### src/rtl/transistor_sequencer.sv
// Power sequencer for a single transistor cell: ramps supply then gate up, gate then
// supply down, and verifies the cell's p/n feedback at the end of every settle window.
module transistor_sequencer #(
    parameter int unsigned SETTLE = 4,
    parameter int unsigned CW     = 8
) (
    input  logic       pin_clk,
    input  logic       pin_rst_n,
    input  logic       pin_req_on,
    input  logic       pin_req_off,
    input  logic       pin_clr_fault,
    input  logic       pin_p_out,
    input  logic       pin_n_out,
    output logic       pin_vdd,
    output logic       pin_gate,
    output logic       pin_busy,
    output logic       pin_done,
    output logic       pin_fault,
    output logic [2:0] pin_state
);

    localparam logic [2:0] S_OFF     = 3'd0;
    localparam logic [2:0] S_VDD_UP  = 3'd1;
    localparam logic [2:0] S_GATE_UP = 3'd2;
    localparam logic [2:0] S_ON      = 3'd3;
    localparam logic [2:0] S_GATE_DN = 3'd4;
    localparam logic [2:0] S_VDD_DN  = 3'd5;
    localparam logic [2:0] S_FAULT   = 3'd6;

    localparam logic [CW-1:0] CNT_LOAD = CW'(SETTLE - 1);

    logic [2:0]    state_q, state_d;
    logic [CW-1:0] cnt_q, cnt_d;
    logic          vdd_q, vdd_d;
    logic          gate_q, gate_d;
    logic          done_q, done_d;
    logic          mis_q, mis_d;

    logic          last_cycle;
    logic          fb_ok;

    // The cell's expected response follows directly from what we drive it with.
    assign last_cycle = (cnt_q == '0);
    assign fb_ok      = (pin_p_out == (vdd_q & ~gate_q)) && (pin_n_out == (vdd_q & gate_q));

    always_comb begin
        state_d = state_q;
        cnt_d   = cnt_q;
        mis_d   = 1'b0;
        case (state_q)
            S_OFF: begin
                if (pin_req_on && !pin_req_off) begin
                    state_d = S_VDD_UP;
                    cnt_d   = CNT_LOAD;
                end
            end
            S_VDD_UP, S_GATE_UP, S_GATE_DN, S_VDD_DN: begin
                if (!last_cycle) begin
                    cnt_d = cnt_q - CW'(1);
                end else if (!fb_ok) begin
                    state_d = S_FAULT;
                end else begin
                    cnt_d = CNT_LOAD;
                    case (state_q)
                        S_VDD_UP:  state_d = S_GATE_UP;
                        S_GATE_UP: begin state_d = S_ON;      cnt_d = '0; end
                        S_GATE_DN: state_d = S_VDD_DN;
                        default:   begin state_d = S_OFF;     cnt_d = '0; end
                    endcase
                end
            end
            S_ON: begin
                // A single-cycle feedback glitch is tolerated; two in a row is a fault.
                if (!fb_ok && mis_q) begin
                    state_d = S_FAULT;
                end else if (pin_req_off) begin
                    state_d = S_GATE_DN;
                    cnt_d   = CNT_LOAD;
                end else begin
                    mis_d = !fb_ok;
                end
            end
            S_FAULT: begin
                if (pin_clr_fault) begin
                    state_d = S_OFF;
                    cnt_d   = '0;
                end
            end
            default: begin
                state_d = S_OFF;
                cnt_d   = '0;
            end
        endcase
    end

    // Drives are decoded from the next state so vdd and gate always move on the same
    // edge as the state; gate can never be high without vdd.
    always_comb begin
        vdd_d  = (state_d == S_VDD_UP) || (state_d == S_GATE_UP) ||
                 (state_d == S_ON)     || (state_d == S_GATE_DN);
        gate_d = (state_d == S_GATE_UP) || (state_d == S_ON);
        done_d = ((state_q == S_GATE_UP) && (state_d == S_ON)) ||
                 ((state_q == S_VDD_DN)  && (state_d == S_OFF));
    end

    always_ff @(posedge pin_clk or negedge pin_rst_n) begin
        if (!pin_rst_n) begin
            state_q <= S_OFF;
            cnt_q   <= '0;
            vdd_q   <= 1'b0;
            gate_q  <= 1'b0;
            done_q  <= 1'b0;
            mis_q   <= 1'b0;
        end else begin
            state_q <= state_d;
            cnt_q   <= cnt_d;
            vdd_q   <= vdd_d;
            gate_q  <= gate_d;
            done_q  <= done_d;
            mis_q   <= mis_d;
        end
    end

    assign pin_vdd   = vdd_q;
    assign pin_gate  = gate_q;
    assign pin_done  = done_q;
    assign pin_state = state_q;
    assign pin_busy  = (state_q == S_VDD_UP) || (state_q == S_GATE_UP) ||
                       (state_q == S_GATE_DN) || (state_q == S_VDD_DN);
    assign pin_fault = (state_q == S_FAULT);

endmodule
### config.mk
export PLATFORM = sky130hd
export DESIGN_NAME = transistor_sequencer
export DESIGN_NICKNAME = d
export VERILOG_FILES = /design/src/rtl/transistor_sequencer.sv
export SDC_FILE = /design/constraint.sdc
export NUM_CORES = 1
export LEC_CHECK = 0
export ABC_AREA = 1
export CORE_ASPECT_RATIO = 0.9
export CORE_MARGIN = 2
export CORE_UTILIZATION = 23
export DETAILED_ROUTE_END_ITERATION = 8
export DONT_BUFFER_PORTS = 1
export PLACE_DENSITY_LB_ADDON = 0.05
export SYNTH_ARGS = -nofsm -noshare
export SYNTH_HDL_FRONTEND = slang
export SYNTH_SLANG_ARGS = --single-unit
### constraint.sdc
create_clock -name pin_clk -period 3.2 [get_ports pin_clk]
set_clock_uncertainty 0.2 [all_clocks]
set_input_delay 0.48 -clock pin_clk [delete_from_list [all_inputs] [get_ports pin_clk]]
set_output_delay 0.48 -clock pin_clk [all_outputs]
set_load 0.01 [all_outputs]
# After elaboration in Yosys (flattened, before gate mapping)
# Cells that the tools add are included.
dict set report word_totals {
  regBits 15
  inputBits 7
  out_inout_bits 8
  word_cells 67
}
dict set report classes {
  n_bitwise 3
  muxes 19
  n_eq_ne 17
  reduce_logical 21
  n_addsub 1
}
# op count
set ops {}
lappend ops {{two-way mux 8 bit} 6}
lappend ops {{case mux 8 bit (4 select lines)} 1}
lappend ops {{two-way mux 3 bit} 6}
lappend ops {{== test 3 x 2 -> 1 bit, second input constant} 4}
lappend ops {{== test 3 bit, second input constant} 4}
lappend ops {{case mux 3 bit (4 select lines)} 1}
lappend ops {{case mux 3 bit (3 select lines)} 1}
lappend ops {{zero test 8 bit} 1}
lappend ops {{logical OR 1 bit} 8}
lappend ops {{inequality test 2 bit, second input constant} 4}
lappend ops {{subtractor 8 x 1 -> 8 bit, second input constant} 1}
lappend ops {{== test 3 x 1 -> 1 bit, second input constant} 2}
lappend ops {{zero test 3 bit} 2}
lappend ops {{logical AND 1 bit} 5}
lappend ops {{AND reduction 5 bit} 1}
lappend ops {{OR reduction 4 bit} 1}
lappend ops {{two-way mux 1 bit} 3}
lappend ops {{inequality test 3 bit, second input constant} 1}
lappend ops {{AND 1 bit} 2}
lappend ops {{== test 1 bit} 2}
lappend ops {{zero test 1 bit} 2}
lappend ops {{two-way mux 2 bit} 1}
lappend ops {{OR reduction 2 bit} 1}
lappend ops {{NOT 1 bit} 1}

# Logic depth before layout (Yosys ltp)
dict set report logic_depth {
  depth_word 12
  depth_mapped 13
  ltp_nobuf 13
}

# Worst setup path after synthesis
# No wires, ideal clock.
dict set report synth_path {
  path_type {register -> register}
  start {reg cnt_q[0]}
  end {reg vdd_q (netlist: pin_vdd)}
  t_arrival_ps 1386
  synth_period_minus_slack_ps 1699
  n_path_buf 0
  path_stages_with_launch 12
  slack_ps 1501
  required_time_ps 2887
  setup_time_ps 113
  path_cell_list {dfrtp_1 -> inv_1 -> ha_1 -> nand2_1 -> nor2_4 -> o21ai_0 -> nand3_1 -> nand2_1 -> nor2_1 -> nand2_1 -> nand2_1 -> inv_1}
}
dict set report synth_between {
  elab_chain_len 7
  elab_cells_between_ends 10
  cone_classes {eq/ne (4); mux (2); reduce/logical (4)}
}
# element line_no
set synth_rtl {}
lappend synth_rtl {{start, declared} 33} ;# logic [CW-1:0] cnt_q, cnt_d;
lappend synth_rtl {{start signal, assigned} 116} ;# cnt_q <= cnt_d;
lappend synth_rtl {{zero test 8 bit *} 43} ;# assign last_cycle = (cnt_q == '0);
lappend synth_rtl {{two-way mux 3 bit *} 58} ;# if (!last_cycle) begin
lappend synth_rtl {{case mux 3 bit (4 select lines) *} 50} ;# case (state_q)
lappend synth_rtl {{== test 3 x 1 -> 1 bit or == test 3 x 2 -> 1 bit (tied branches)} 99} ;# vdd_d = (state_d == S_VDD_UP) || (state_d == S_GATE_UP) ||
lappend synth_rtl {{logical OR 1 bit (2 in a row)} 99}
lappend synth_rtl {{logical OR 1 bit *} 100} ;# (state_d == S_ON) || (state_d == S_GATE_DN);
lappend synth_rtl {{net vdd_d} 34} ;# logic vdd_q, vdd_d;
lappend synth_rtl {{end signal, assigned} 117} ;# vdd_q <= vdd_d;
lappend synth_rtl {{end, declared} 34}
# Mark *: on every way through the listed nets, which the timed path passes. The rest lies on a longest branch.
# A chain may end at the register's enable or synchronous reset.

# Worst setup path after layout
dict set report layout_path {
  start {reg state_q[1] (netlist: pin_state[1])}
  end {reg vdd_q (netlist: pin_vdd)}
}
dict set report layout_between {
  elab_chain_len 9
  elab_cells_between_ends 23
  cone_classes {eq/ne (10); mux (8); reduce/logical (5)}
}
# element line_no
set layout_rtl {}
lappend layout_rtl {{start, declared} 32} ;# logic [2:0] state_q, state_d;
lappend layout_rtl {{start signal, assigned} 115} ;# state_q <= state_d;
lappend layout_rtl {{== test 3 bit, or another cell as far along} {50, 64}}
lappend layout_rtl {{case mux 3 bit (3 select lines)} 64} ;# case (state_q)
lappend layout_rtl {{two-way mux 3 bit} 60} ;# end else if (!fb_ok) begin
lappend layout_rtl {{two-way mux 3 bit} 58}
lappend layout_rtl {{case mux 3 bit (4 select lines) *} 50}
lappend layout_rtl {{== test 3 x 1 -> 1 bit or == test 3 x 2 -> 1 bit (tied branches)} 99}
lappend layout_rtl {{logical OR 1 bit (2 in a row)} 99}
lappend layout_rtl {{logical OR 1 bit *} 100}
lappend layout_rtl {{net vdd_d} 34}
# Marks and branches as above.

==> impl_metrics.toml <==
[critical_path]
cp.arrival_ns = 2.02
crit_path_frequent_cell = "nand2_1"
critPathRequiredTime_ns = 3.15
path_buf_inv = 3
crit_path_start_kind = "flip-flop"
path_cells = "inv_1 > nand2_1 > nand3_4 > nand2_2 > inv_2 > nand2_2 > nand2_1 > nor2_1 > nand2_1 > nand2_1 > inv_1"
worst_path_max_delay_cell = "dfrtp_1"
r2r-start = "pin_state[1]"
cp-end-kind = "flip-flop"
critical_path_class = "reg -> reg"
critPathMaxFanout = 10
worstSetupStartpoint = "pin_state[1]"
crit_family = "simple AND/OR/NAND/NOR gates"
slowest_delay_ns = 0.66

[sta]
hold_viol_final = 0
fmax_ghz = 0.482
rsz0062_at_grt = "no"
max_slew_margin_pct = 51.9
fin_crit_ns = 2.07
drv_slew = 0
layout_setup_ws_ns = 1.13
setup_viol = 0
tns_ns = 0
worstMarginPinSlew_ns = 0.720
post-route-period-util_pct = 64.8

[power_and_ir_drop]
ir_drop_v = 0.000283
power_leakage_uw = 0.000699
power_uw = 1230
switching_share_pct = 51.6
p_switching_uw = 633
powerDensity_nw_per_um2 = 954
internal_power_uw = 594
pwr-share-seq_pct = 30.8
p_clk_share_pct = 13.1
combPwrFrac_pct = 56.2

[final_layout]
area_growth_pct = 10.1
mostFrequentLayoutCell = "nand2_1"
fillers = 571
layout-drive-gt1-share_pct = 19.2
mostFrequentLayoutCells = "nand2_1, inv_1, nor2_1"
finalNetCount = 177
area.sequential_um2 = 375
stdcell_count = 232
multi_input_comb_area_um2 = 681
num_antenna_cells = 0
post-route-util_pct = 26.4

[synth]
yosysTopAreaCell = "dfrtp_1"
synth_area_um2 = 1170
ys_ff_latch = 15
netlist_top_cells_area = "dfrtp_1, nand2_1, inv_1"
syn_inst = 164
seq_area_frac_synth_pct = 32.1
avgSynthCellArea_um2 = 7.13
ys_types = 27
synth_nets = 173
synth-warning-count = 0
yosys.area.top_type_share_pct = 32.1

[clocking]
cts_sinks = 15
cts_setup_buffers = 0
clk_pin_slew_ns = 0.07
clockBufferDepth = 2
ctsResizeCount = 0
h-tree-depth = 1
cts_root_buf = "clkbuf_8"
clkLatencyLatePin_ns = 0.25
numCtsBuffers = 3
cts_tree = "done"

[floorplan]
start_util_pct = 24.0
die_y_um = 71.6
die-area_um2 = 5670
row_count = 24
dieWidth_um = 79.1
core_area_um2 = 4860
io_pins = 15

[global_route]
antenna_found_initial = 0
grt.total_usage_pct = 11.4
grt_pass1_wl_um = 5020
grt_overflow_total = 0
grt_pass1_vias = 970
grt_max_degree = 16

[detailed_routing]
antenna_left = 0
drc_errors = 0
drt-pass1-iter-count = 4
wl_per_cell_um = 12.6
drt-total-wl_um = 2920
drt_iter0_markers = 137
avgViaCountPerCell = 4.38
vias = 1016

[placement]
hpwlAfterDp_um = 2390
place_ws_ns = 1.15
numPortBuffers = 0
placed_cells = 227
place.gp.congestion = 0.811

[worst_hold_path]
min-delay-start = "pin_req_off"
holdCritPathClass = "in -> reg"

[run_status]
status = "finished, final reports clean"

[run]
maxCapViolCount = 0
-- path summary, 6_finish.rpt --
kind / to / slack (ns) / cells past startpoint
min in group asynchronous: cnt_q[7] / 0.53 / 1
worst max-delay path: pin_vdd / 1.13 / 11
worst min-delay path: mis_q / 0.21 / 3
max in group asynchronous: pin_state[2] / 1.82 / 1
worst min register to register: cnt_q[7] / 0.35 / 2
worst max register to register: pin_vdd / 1.13 / 11
-- repair_timing --
item	CTS	global route
setup endpoints to repair	0	0
hold buffers	1	0
hold endpoints to repair	15	0
-- cell usage after synthesis --
master,number
a21oi_1,3
nor2_1,16
nand3_1,15
xor2_1,2
o31ai_1,3
a21oi_2,1
nand2_1,42
o21ai_0,6
ha_1,2
nor2_2,7
nand3_4,1
buf_6,1
nand4_1,3
inv_1,22
nand3_2,3
buf_4,1
dfrtp_1,15
or2_2,1
xnor2_1,2
nand4_4,1
nor2_4,2
nor3_1,2
inv_2,3
nand2_2,7
a31o_2,1
nand4_2,1
nor3_4,1
-- logic make-up (layout without fill, tap and decap cells) --
kind of cell | count (synthesis) | in the layout | share of synthesized area [%]
and+or+nand+nor | 102 | 102 | 45.8
buffers and inverters | 27 | 30 | 9.64
DFF | 15 | 15 | 32.1
AOI/OAI and AO/OA | 14 | 14 | 7.28
xor gates and xnor gates | 4 | 4 | 3.00
adders and majority gates | 2 | 2 | 2.14
-- sequential cells by signal, indices dropped and copies added (netlist names) --
register / cells
pin_vdd: 1
cnt_q: 8
pin_state: 3
mis_q: 1
pin_gate: 1
pin_done: 1
-- worst register-to-register path, cell delays in order (launching register included) --
cell	delay [ns]
dfrtp_1	0.66
inv_1	0.13
nand2_1	0.15
nand3_4	0.15
nand2_2	0.09
inv_2	0.05
nand2_2	0.11
nand2_1	0.07
nor2_1	0.19
nand2_1	0.08
nand2_1	0.05
inv_1	0.03
-- routing by layer --
| layer | GRT usage, % | up-vias | share of wire, % |
|---|---|---|---|
| li1 | - | 528 | - |
| met1 | 18.6 | 465 | 54 |
| met2 | 14.2 | 21 | 38 |
| met3 | 3.15 | 2 | 7.5 |
| met4 | 3.07 | 0 | 0.65 |
| met5 | 0 | - | 0 |
-- area by class of cell --
type,instances,area share (%)
timing repair buffer,1,0.778
tap,65,6.32
multi-input combinational,122,52.9
sequential,15,29.2
inverter,25,7.30
clock buffer,4,3.50
-- metrics by stage --
stage | hold slack (ns) | cell area [µm²]
5_1_grt | 0.229 | 1290
6_report | 0.211 | 1290
2_1_floorplan | -0.0156 | 1170
3_3_place_gp | -0.0152 | 1230
4_1_cts | 0.216 | 1290
3_5_place_dp | -0.0151 | 1230
-- power groups by stage --
stage / Combinational (µW) / Clock, µW / Sequential, µW
floorplan: 588 / 0 / 337
global placement: 700 / 0 / 383
detailed placement: 690 / 0 / 382
CTS: 698 / 167 / 378
global route: 802 / 177 / 391
finish: 689 / 160 / 377
No activity file was read; power rests on OpenSTA's default activity.
